[src/rtl/imem_loader_pkg.sv]
// Shared constants for the instruction-memory boot loader.
// No logic; state encoding and word/lane geometry only.
package imem_loader_pkg;

    localparam int BYTES_PER_WORD = 4;
    localparam int LANE_W         = 2;

    typedef enum logic [2:0] {
        S_IDLE   = 3'd0,
        S_CHECK  = 3'd1,
        S_ACCEPT = 3'd2,
        S_WRITE  = 3'd3,
        S_FIN    = 3'd4,
        S_ERR    = 3'd5
    } state_t;

endpackage

[src/rtl/imem_loader_word.sv]
// Word-to-byte serializer: holds one stream word and emits it low byte first.
// Byte/lane valid the cycle after load; never stalls, advance is owned by the caller.
module imem_word_serializer
    import imem_loader_pkg::*;
#(
    parameter int CELL_W = 8
)(
    input  logic                             clk,
    input  logic                             rst,
    input  logic                             load,
    input  logic                             advance,
    input  logic [BYTES_PER_WORD*CELL_W-1:0] word,
    output logic [CELL_W-1:0]                byte_dat,
    output logic [LANE_W-1:0]                lane,
    output logic                             last
);

    logic [BYTES_PER_WORD*CELL_W-1:0] hold_q;
    logic [LANE_W-1:0]                lane_q;

    // Shifting right keeps the current byte in the low cell, so byte_dat is a plain flop tap.
    always_ff @(posedge clk or negedge rst) begin
        if (!rst) begin
            hold_q <= '0;
            lane_q <= '0;
        end else if (load) begin
            hold_q <= word;
            lane_q <= '0;
        end else if (advance) begin
            hold_q <= hold_q >> CELL_W;
            lane_q <= lane_q + LANE_W'(1);
        end
    end

    assign byte_dat = hold_q[CELL_W-1:0];
    assign lane     = lane_q;
    assign last     = (lane_q == LANE_W'(BYTES_PER_WORD - 1));

endmodule

[src/rtl/imem_loader.sv]
// Boot loader: streams 32-bit words into byte-wide imem, little-endian, holding the CPU meanwhile.
// 5 cycles/word min; in_ready only while waiting for a word. Optional IMEM_LOADER_CHECKSUM_EN adds a word checksum.
module imem_loader
    import imem_loader_pkg::*;
#(
    parameter  int WORD_SIZE     = 32,
    parameter  int MEM_SIZE      = 1024,
    parameter  int MEM_CELL_SIZE = 8,
    localparam int AW            = $clog2(MEM_SIZE),
    localparam int CW            = $clog2(MEM_SIZE/4) + 1
)(
    input  logic                     clk,
    input  logic                     rst,
    input  logic                     start,
    input  logic [AW-1:0]            base_addr,
    input  logic [CW-1:0]            word_count,
    input  logic                     in_valid,
    input  logic [WORD_SIZE-1:0]     in_data,
    output logic                     in_ready,
    output logic                     mem_we,
    output logic [AW-1:0]            mem_addr,
    output logic [MEM_CELL_SIZE-1:0] mem_wdata,
    output logic                     cpu_hold,
    output logic                     done,
    output logic                     error
`ifdef IMEM_LOADER_CHECKSUM_EN
    ,output logic [WORD_SIZE-1:0]    checksum
`endif
);

    localparam int RW = AW + CW + 1;

    state_t                   state, next_state;
    logic [AW-1:0]            addr_q;
    logic [CW-1:0]            remaining;
    logic [RW-1:0]            load_end;
    logic                     align_bad, range_bad;
    logic                     accept;
    logic                     ser_last;
    logic [LANE_W-1:0]        ser_lane;
    logic [MEM_CELL_SIZE-1:0] ser_byte;

    assign accept    = in_ready && in_valid;
    assign load_end  = RW'(addr_q) + (RW'(remaining) << LANE_W);
    assign align_bad = (addr_q[LANE_W-1:0] != '0);
    assign range_bad = (load_end > RW'(MEM_SIZE));

    imem_word_serializer #(
        .CELL_W (MEM_CELL_SIZE)
    ) u_ser (
        .clk      (clk),
        .rst      (rst),
        .load     (accept),
        .advance  (state == S_WRITE),
        .word     (in_data),
        .byte_dat (ser_byte),
        .lane     (ser_lane),
        .last     (ser_last)
    );

    always_ff @(posedge clk or negedge rst) begin
        if (!rst) state <= S_IDLE;
        else      state <= next_state;
    end

    always_comb begin
        next_state = state;
        case (state)
            S_IDLE:   if (start) next_state = S_CHECK;
            S_CHECK: begin
                if (align_bad || range_bad) next_state = S_ERR;
                else if (remaining == '0)   next_state = S_FIN;
                else                        next_state = S_ACCEPT;
            end
            S_ACCEPT: if (in_valid) next_state = S_WRITE;
            S_WRITE: begin
                if (ser_last) next_state = (remaining == CW'(1)) ? S_FIN : S_ACCEPT;
            end
            S_FIN:    next_state = S_IDLE;
            S_ERR:    next_state = S_IDLE;
            default:  next_state = S_IDLE;
        endcase
    end

    always_comb begin
        in_ready = (state == S_ACCEPT);
        cpu_hold = (state != S_IDLE);
    end

    // addr_q stays word-aligned through a load; the lane supplies the low address bits.
    always_ff @(posedge clk or negedge rst) begin
        if (!rst) begin
            addr_q    <= '0;
            remaining <= '0;
        end else if (state == S_IDLE && start) begin
            addr_q    <= base_addr;
            remaining <= word_count;
        end else if (state == S_WRITE && ser_last) begin
            addr_q    <= addr_q + AW'(BYTES_PER_WORD);
            remaining <= remaining - CW'(1);
        end
    end

    // Strobes are registered from next_state so they line up with the state they describe.
    always_ff @(posedge clk or negedge rst) begin
        if (!rst) begin
            mem_we <= 1'b0;
            done   <= 1'b0;
            error  <= 1'b0;
        end else begin
            mem_we <= (next_state == S_WRITE);
            done   <= (next_state == S_FIN);
            error  <= (next_state == S_ERR);
        end
    end

    assign mem_addr  = {addr_q[AW-1:LANE_W], ser_lane};
    assign mem_wdata = ser_byte;

`ifdef IMEM_LOADER_CHECKSUM_EN
    always_ff @(posedge clk or negedge rst) begin
        if (!rst)                          checksum <= '0;
        else if (state == S_IDLE && start) checksum <= '0;
        else if (accept)                   checksum <= checksum + in_data;
    end
`endif

endmodule

[config.mk]
export PLATFORM = sky130hd
export DESIGN_NAME = imem_loader
export DESIGN_NICKNAME = d
export VERILOG_FILES = /design/src/rtl/imem_loader_pkg.sv /design/src/rtl/imem_loader_word.sv /design/src/rtl/imem_loader.sv
export SDC_FILE = /design/constraint.sdc
export NUM_CORES = 1
export LEC_CHECK = 0
export CORE_MARGIN = 1.5
export CORE_UTILIZATION = 40
export DETAILED_ROUTE_END_ITERATION = 8
export PLACE_DENSITY = 0.73
export SYNTH_ARGS = -nofsm -noshare
export SYNTH_HDL_FRONTEND = slang
export SYNTH_SLANG_ARGS = --single-unit
[constraint.sdc]
create_clock -name clk -period 3.45 [get_ports clk]
set_input_delay 0.69 -clock clk [delete_from_list [all_inputs] [get_ports clk]]
set_output_delay 0.69 -clock clk [all_outputs]
set_load 0.03 [all_outputs]
## Word level (Yosys, flattened, before mapping)

Cells that the tools add are included.

| cells by class | value |
|---|---|
| add/subtract/negate cells | 4 |
| magnitude comparators | 1 |
| equality and inequality tests | 8 |
| multiplexer cells | 15 |
| reduce and logical (&&, ||, !) cells | 10 |

Operator list:

| operator | number |
|---|---|
| 32-bit two-way mux | 2 |
| 10-bit two-way mux | 2 |
| 3-bit two-way mux | 6 |
| 9-bit two-way mux | 2 |
| 10-bit by 11-bit adder with 12-bit output | 1 |
| 12-bit by 11-bit > comparator with 1-bit output (second input constant) | 1 |
| 3-bit case mux with 4 select lines | 1 |
| 10-bit by 3-bit adder with 10-bit output (second input constant) | 1 |
| 3-bit by 2-bit equality test with 1-bit output (second input constant) | 3 |
| 9-bit by 1-bit equality test with 1-bit output (second input constant) | 1 |
| 9-bit logical NOT | 1 |
| 9-bit by 1-bit subtractor with 9-bit output (second input constant) | 1 |
| 3-bit equality test (second input constant) | 2 |
| 2-bit nonzero test | 3 |
| 2-bit two-way mux | 2 |
| 3-bit by 1-bit equality test with 1-bit output (second input constant) | 1 |
| 1-bit logical AND | 3 |
| 3-bit logical NOT | 1 |
| 3-bit nonzero test | 1 |
| 2-bit by 1-bit adder with 2-bit output (second input constant) | 1 |
| 2-bit equality test (second input constant) | 1 |
| 1-bit logical OR | 1 |

| word-level totals | value |
|---|---|
| flip-flop bits (word level) | 59 |
| input bits | 55 |
| output and inout bits | 23 |
| word-level logic and storage cells | 46 |

## Longest topological paths before layout

| depth | value |
|---|---|
| depth after elaboration | 6 |
| depth in mapped cells | 9 |
| gate-level depth less buffers | 9 |

## Modules after synthesis

From an unflattened synthesis, not the netlist that was laid out.

| second synthesis, totals | value |
|---|---|
| cell total of the unflattened synthesis | 358 |
| area total of the unflattened synthesis | 3424.5 um^2 |

Modules (own cells, without submodules):

| module | instances | cells an instance | area an instance (um^2) | seq. area each (um^2) |
|---|---|---|---|---|
| imem_loader | 1 | 204 | 1809.2 | 625.6 |
| imem_word_serializer | 1 | 154 | 1615.3 | 850.8 |

## Worst setup path after synthesis

No wires, ideal clock.

| timing path | value |
|---|---|
| path type | reg2reg |
| start point | register remaining[0] |
| end point | register state[2] |
| library setup time | 0.126 ns |
| data arrival time | 2.259 ns |
| required time | 3.324 ns |
| path slack | 1.064 ns |
| stages on the path, launching flop included | 10 |
| buffers on the path | 0 |
| clock period less this slack | 2.386 ns |
| path through | dfrtp_1 -> ha_1 -> inv_1 -> fa_1 -> and2b_1 -> nor2_1 -> and3_1 -> or4_4 -> nor4_1 -> nor2_1 |

| on the way | value |
|---|---|
| word-level cells in the longest chain between the ends | 5 |
| elaborated cells on any way between the ends | 10 |
| classes of those cells | 1 x add/sub; 1 x order compare; 1 x eq/ne; 5 x mux; 2 x reduce/logical |

Ends and longest elaborated chain:

| what | line | RTL |
|---|---|---|
| start, declared | imem_loader.sv:35 | `logic [CW-1:0] remaining;` |
| start signal, assigned | imem_loader.sv:97 | `remaining <= word_count;` |
| start signal, assigned | imem_loader.sv:100 | `remaining <= remaining - CW'(1);` |
| 10-bit by 11-bit adder with 12-bit output | imem_loader.sv:44 | `assign load_end = RW'(addr_q) + (RW'(remaining) << LANE_W);` |
| 12-bit by 11-bit > comparator with 1-bit output | imem_loader.sv:46 | `assign range_bad = (load_end > RW'(MEM_SIZE));` |
| 1-bit logical OR | imem_loader.sv:71 | `if (align_bad \|\| range_bad) next_state = S_ERR;` |
| 3-bit two-way mux | imem_loader.sv:71 |  |
| 3-bit case mux with 4 select lines * | imem_loader.sv:68 | `case (state)` |
| net next_state[2] | imem_loader.sv:33 | `state_t state, next_state;` |
| end signal, assigned | imem_loader.sv:63 | `else state <= next_state;` |
| end, declared | imem_loader.sv:33 |  |

The timed path passes the listed nets; every way through them passes the cells marked *.
A chain may end at the register's enable or synchronous reset.

## Worst setup path after layout

| timing path | value |
|---|---|
| start point | register addr_q[2] |
| end point | register state[2] |

| on the way | value |
|---|---|
| word-level cells in the longest chain between the ends | 5 |

Ends and longest elaborated chain:

| what | line | RTL |
|---|---|---|
| start, declared | imem_loader.sv:34 | `logic [AW-1:0] addr_q;` |
| start signal, assigned | imem_loader.sv:96 | `addr_q <= base_addr;` |
| start signal, assigned | imem_loader.sv:99 | `addr_q <= addr_q + AW'(BYTES_PER_WORD);` |
| 10-bit by 11-bit adder with 12-bit output | imem_loader.sv:44 |  |
| 12-bit by 11-bit > comparator with 1-bit output | imem_loader.sv:46 |  |
| 1-bit logical OR | imem_loader.sv:71 |  |
| 3-bit two-way mux | imem_loader.sv:71 |  |
| 3-bit case mux with 4 select lines | imem_loader.sv:68 |  |
| net next_state[2] | imem_loader.sv:33 |  |

The timed path passes the listed nets, and every way through them passes these cells.

==> results.json <==
{
  "die_x_um": 93.1,
  "holdPathStages": 2,
  "min_to": "u_ser.hold_q[2]",
  "synth-async-reset-ratio_pct": 100,
  "slew_headroom_pct": 25.9,
  "cts_resized": 0,
  "num_io_pins": 78,
  "synth_xor_area_share_pct": 2.70,
  "worst_slew_pin_slew_ns": 1.11,
  "peakVddDrop_uv": 326,
  "h-tree-depth": 3,
  "vias": 2752,
  "die_h_um": 93.1,
  "min_period_ns": 2.56,
  "synth_edf_count": 0,
  "clock_sinks": 59,
  "nets": 496,
  "avgViaCountPerCell": 5.14,
  "power_density_mw_per_mm2": 914,
  "cp-start-kind": "flop",
  "cp-end-kind": "flop",
  "r2r_end": "state[2]",
  "leakage_nw": 1.88,
  "synth_largest_area_cell": "dfrtp_1",
  "worstPathRequired_ns": 3.66,
  "max_clock_freq_mhz": 390,
  "grt_antenna_before_repair": 0,
  "grt_pass1_vias": 2754,
  "min-delay-start": "u_ser.hold_q[2]",
  "std_cell_rows": 32,
  "synth_area_mm2": 0.00325,
  "layout_commonest_cell": "nand2_1",
  "drt_iter0_markers": 155,
  "synth_top_area_share_pct": 45.5,
  "grt_use_total_pct": 19.0,
  "io_buffers": 77,
  "start_util_pct": 41.6,
  "drt_first_pass_iters": 4,
  "yosys-top-cells-area": "dfrtp_1, nand2_1, a22oi_1, ha_1, o21ai_0",
  "setup_tns_ns": 0,
  "cp_data_arrival_time_ns": 2.78,
  "synth_top_family_by_area": "simple AND/OR/NAND/NOR gates",
  "finalCritPeriodShare_pct": 74.3,
  "syn_nets": 430,
  "slew_viol_final": 0,
  "r2r_setup_slack_ns": 0.89,
  "path_cells": "ha_1, inv_1, fa_1, and2b_1, nor2_1, and3_1, or4_4, nor4_1, nor2_1",
  "yosys_register_bits": 59,
  "synth_compound_area_share_pct": 16.9,
  "post_synth.cell_area_avg_um2": 8.97,
  "cap_violations": 0,
  "synth-simple-area-share_pct": 22.9,
  "ys_warn_count": 0,
  "n_antenna_cell": 0,
  "grt_max_degree": 50,
  "synthDistinctLibCells": 51,
  "path_clk_slew_ns": 0.07,
  "syn2layout_area_growth_pct": 30.1,
  "crit_slowest_cell": "or4_4",
  "numCtsBuffers": 9,
  "synth.mux.area_fraction_pct": 0.308,
  "tritoncts": "built",
  "place_congestion": 0.897,
  "crit_fanout": 5,
  "dpl.hpwl_um": 5510,
  "routed_wirelength_um": 7680,
  "cpMostUsedCell": "nor2_1",
  "cpPeakStageDelay_ns": 0.53,
  "cts_setup_buffers": 0,
  "grt_remaining_overflow": 0,
  "rsz0062_at_grt": "no",
  "report.final.setup_viol": 0,
  "cts.path.max_buffers": 2,
  "outcome": "finished clean",
  "clock_latency_ns": 0.34,
  "cts_hold_buf": 0,
  "drc": 0,
  "ant_nets": 0,
  "final_cell_mix": "nand2_1, clkdlybuf4s50_1, dfrtp_1",
  "r2r-start": "addr_q[2]",
  "worstSetupPathType": "flop to flop",
  "grt_pass1_wl_um": 12900,
  "finClkSkew_ns": 0.00900,
  "hold_path.class": "flop to flop",
  "drive_gt1_share_pct": 7.39,
  "synthAdderAreaFrac_pct": 5.24,
  "synth_seq_area_share_pct": 45.5,
  "reg2regPathDepth": 9,
  "core_mm2": 0.00781,
  "dieArea_mm2": 0.00866,
  "cts_root_buffer": "clkbuf_8",
  "wl_per_cell_um": 14.4,
  "finish.utilization_pct": 54.1,
  "hold_viol": 0,
  "synth-main-ff-cell": "dfrtp_1",
  "synth_cells": 362
}
## Yosys cell counts (2+ instances only)
master,count
and2_1,2
a21oi_1,7
a211oi_1,2
nor3_1,9
nand3_1,6
inv_1,10
dfrtp_1,59
xor2_1,6
clkbuf_1,11
xnor2_1,4
a31oi_1,3
nor2_1,18
a311oi_1,2
buf_2,2
ha_1,12
or3_1,3
o311ai_0,2
or4_1,4
nand2_1,96
o221ai_1,2
o31ai_1,3
buf_4,16
and3_1,2
nor4_1,4
o21ai_0,24
nand4b_1,2
nand2b_1,2
a22oi_1,25
a221o_1,2
## sequential cells by signal, summed over array words and instances (netlist names)
| signal | cells |
|---|---|
| u_ser.lane | 2 |
| state | 3 |
| done | 1 |
| addr_q | 10 |
| remaining | 9 |
| mem_we | 1 |
| u_ser.hold_q | 32 |
| error | 1 |
## cell type report
type / count / area [um^2]
fill: 731 / 3590
multi-input combinational: 264 / 1560
sequential: 59 / 1480
timing repair buffer: 84 / 818
clock buffer: 10 / 138
tap: 102 / 128
clock inverter: 6 / 63.8
inverter: 10 / 37.5
## stage by stage
stage / instances / cell area [um^2] / setup WS, ns / total power, mW / hold slack, ns
5_1_grt: 535 / 4220 / 0.680 / 4.19 / 0.500
3_5_place_dp: 519 / 4020 / 0.915 / 3.21 / 0.462
6_report: 535 / 4220 / 0.885 / 3.86 / 0.475
2_1_floorplan: 362 / 3250 / 1.06 / 2.70 / 0.394
3_3_place_gp: 519 / 4020 / 0.980 / 3.18 / 0.457
4_1_cts: 535 / 4220 / 0.899 / 3.87 / 0.481
## power breakdown
group	internal [mW]	switching (mW)	total, mW
logic	0.825	1.11	1.94
registers	0.989	0.290	1.28
clock network	0.353	0.290	0.643
## worst max-delay path by stage
stage | cells after the start | startpoint | end
6_report | 9 | addr_q[2] | state[2]
5_1_grt | 9 | addr_q[2] | state[0]
4_1_cts | 9 | addr_q[2] | state[2]
3_5_place_dp | 9 | addr_q[2] | state[2]
3_3_place_gp | 9 | remaining[0] | state[0]
2_1_floorplan | 9 | remaining[0] | state[2]
## per-layer routing
metal  track usage, %  vias to the layer above  share of wire [%]  wire length [um]
li1                 -                     1397                  -                 -
met4             5.93                        0                1.5               118
met3             5.45                       10                4.6               354
met1             26.0                     1275                 47              3640
met2             29.0                       70                 46              3570
met5                0                        -                  0                 0
## critical path: cells and delay by family (launching register included)
| kind | cells | cell delay (ns) |
|---|---|---|
| AND/OR/NAND/NOR | 6 | 1.36 |
| flip-flops | 1 | 0.45 |
| adder cells (fa/ha/maj) | 2 | 0.57 |
| buffers and inverters | 1 | 0.05 |
## kinds of logic after synthesis
| group | after synthesis |
|---|---|
| buffers and inverters | 39 |
| XOR/XNOR | 10 |
| AO/OA/AOI/OAI | 81 |
| flip-flops | 59 |
| adder cells (fa/ha/maj) | 13 |
| multiplexers | 1 |
| AND/OR/NAND/NOR | 159 |
No activity file was read; power rests on OpenSTA's default activity.
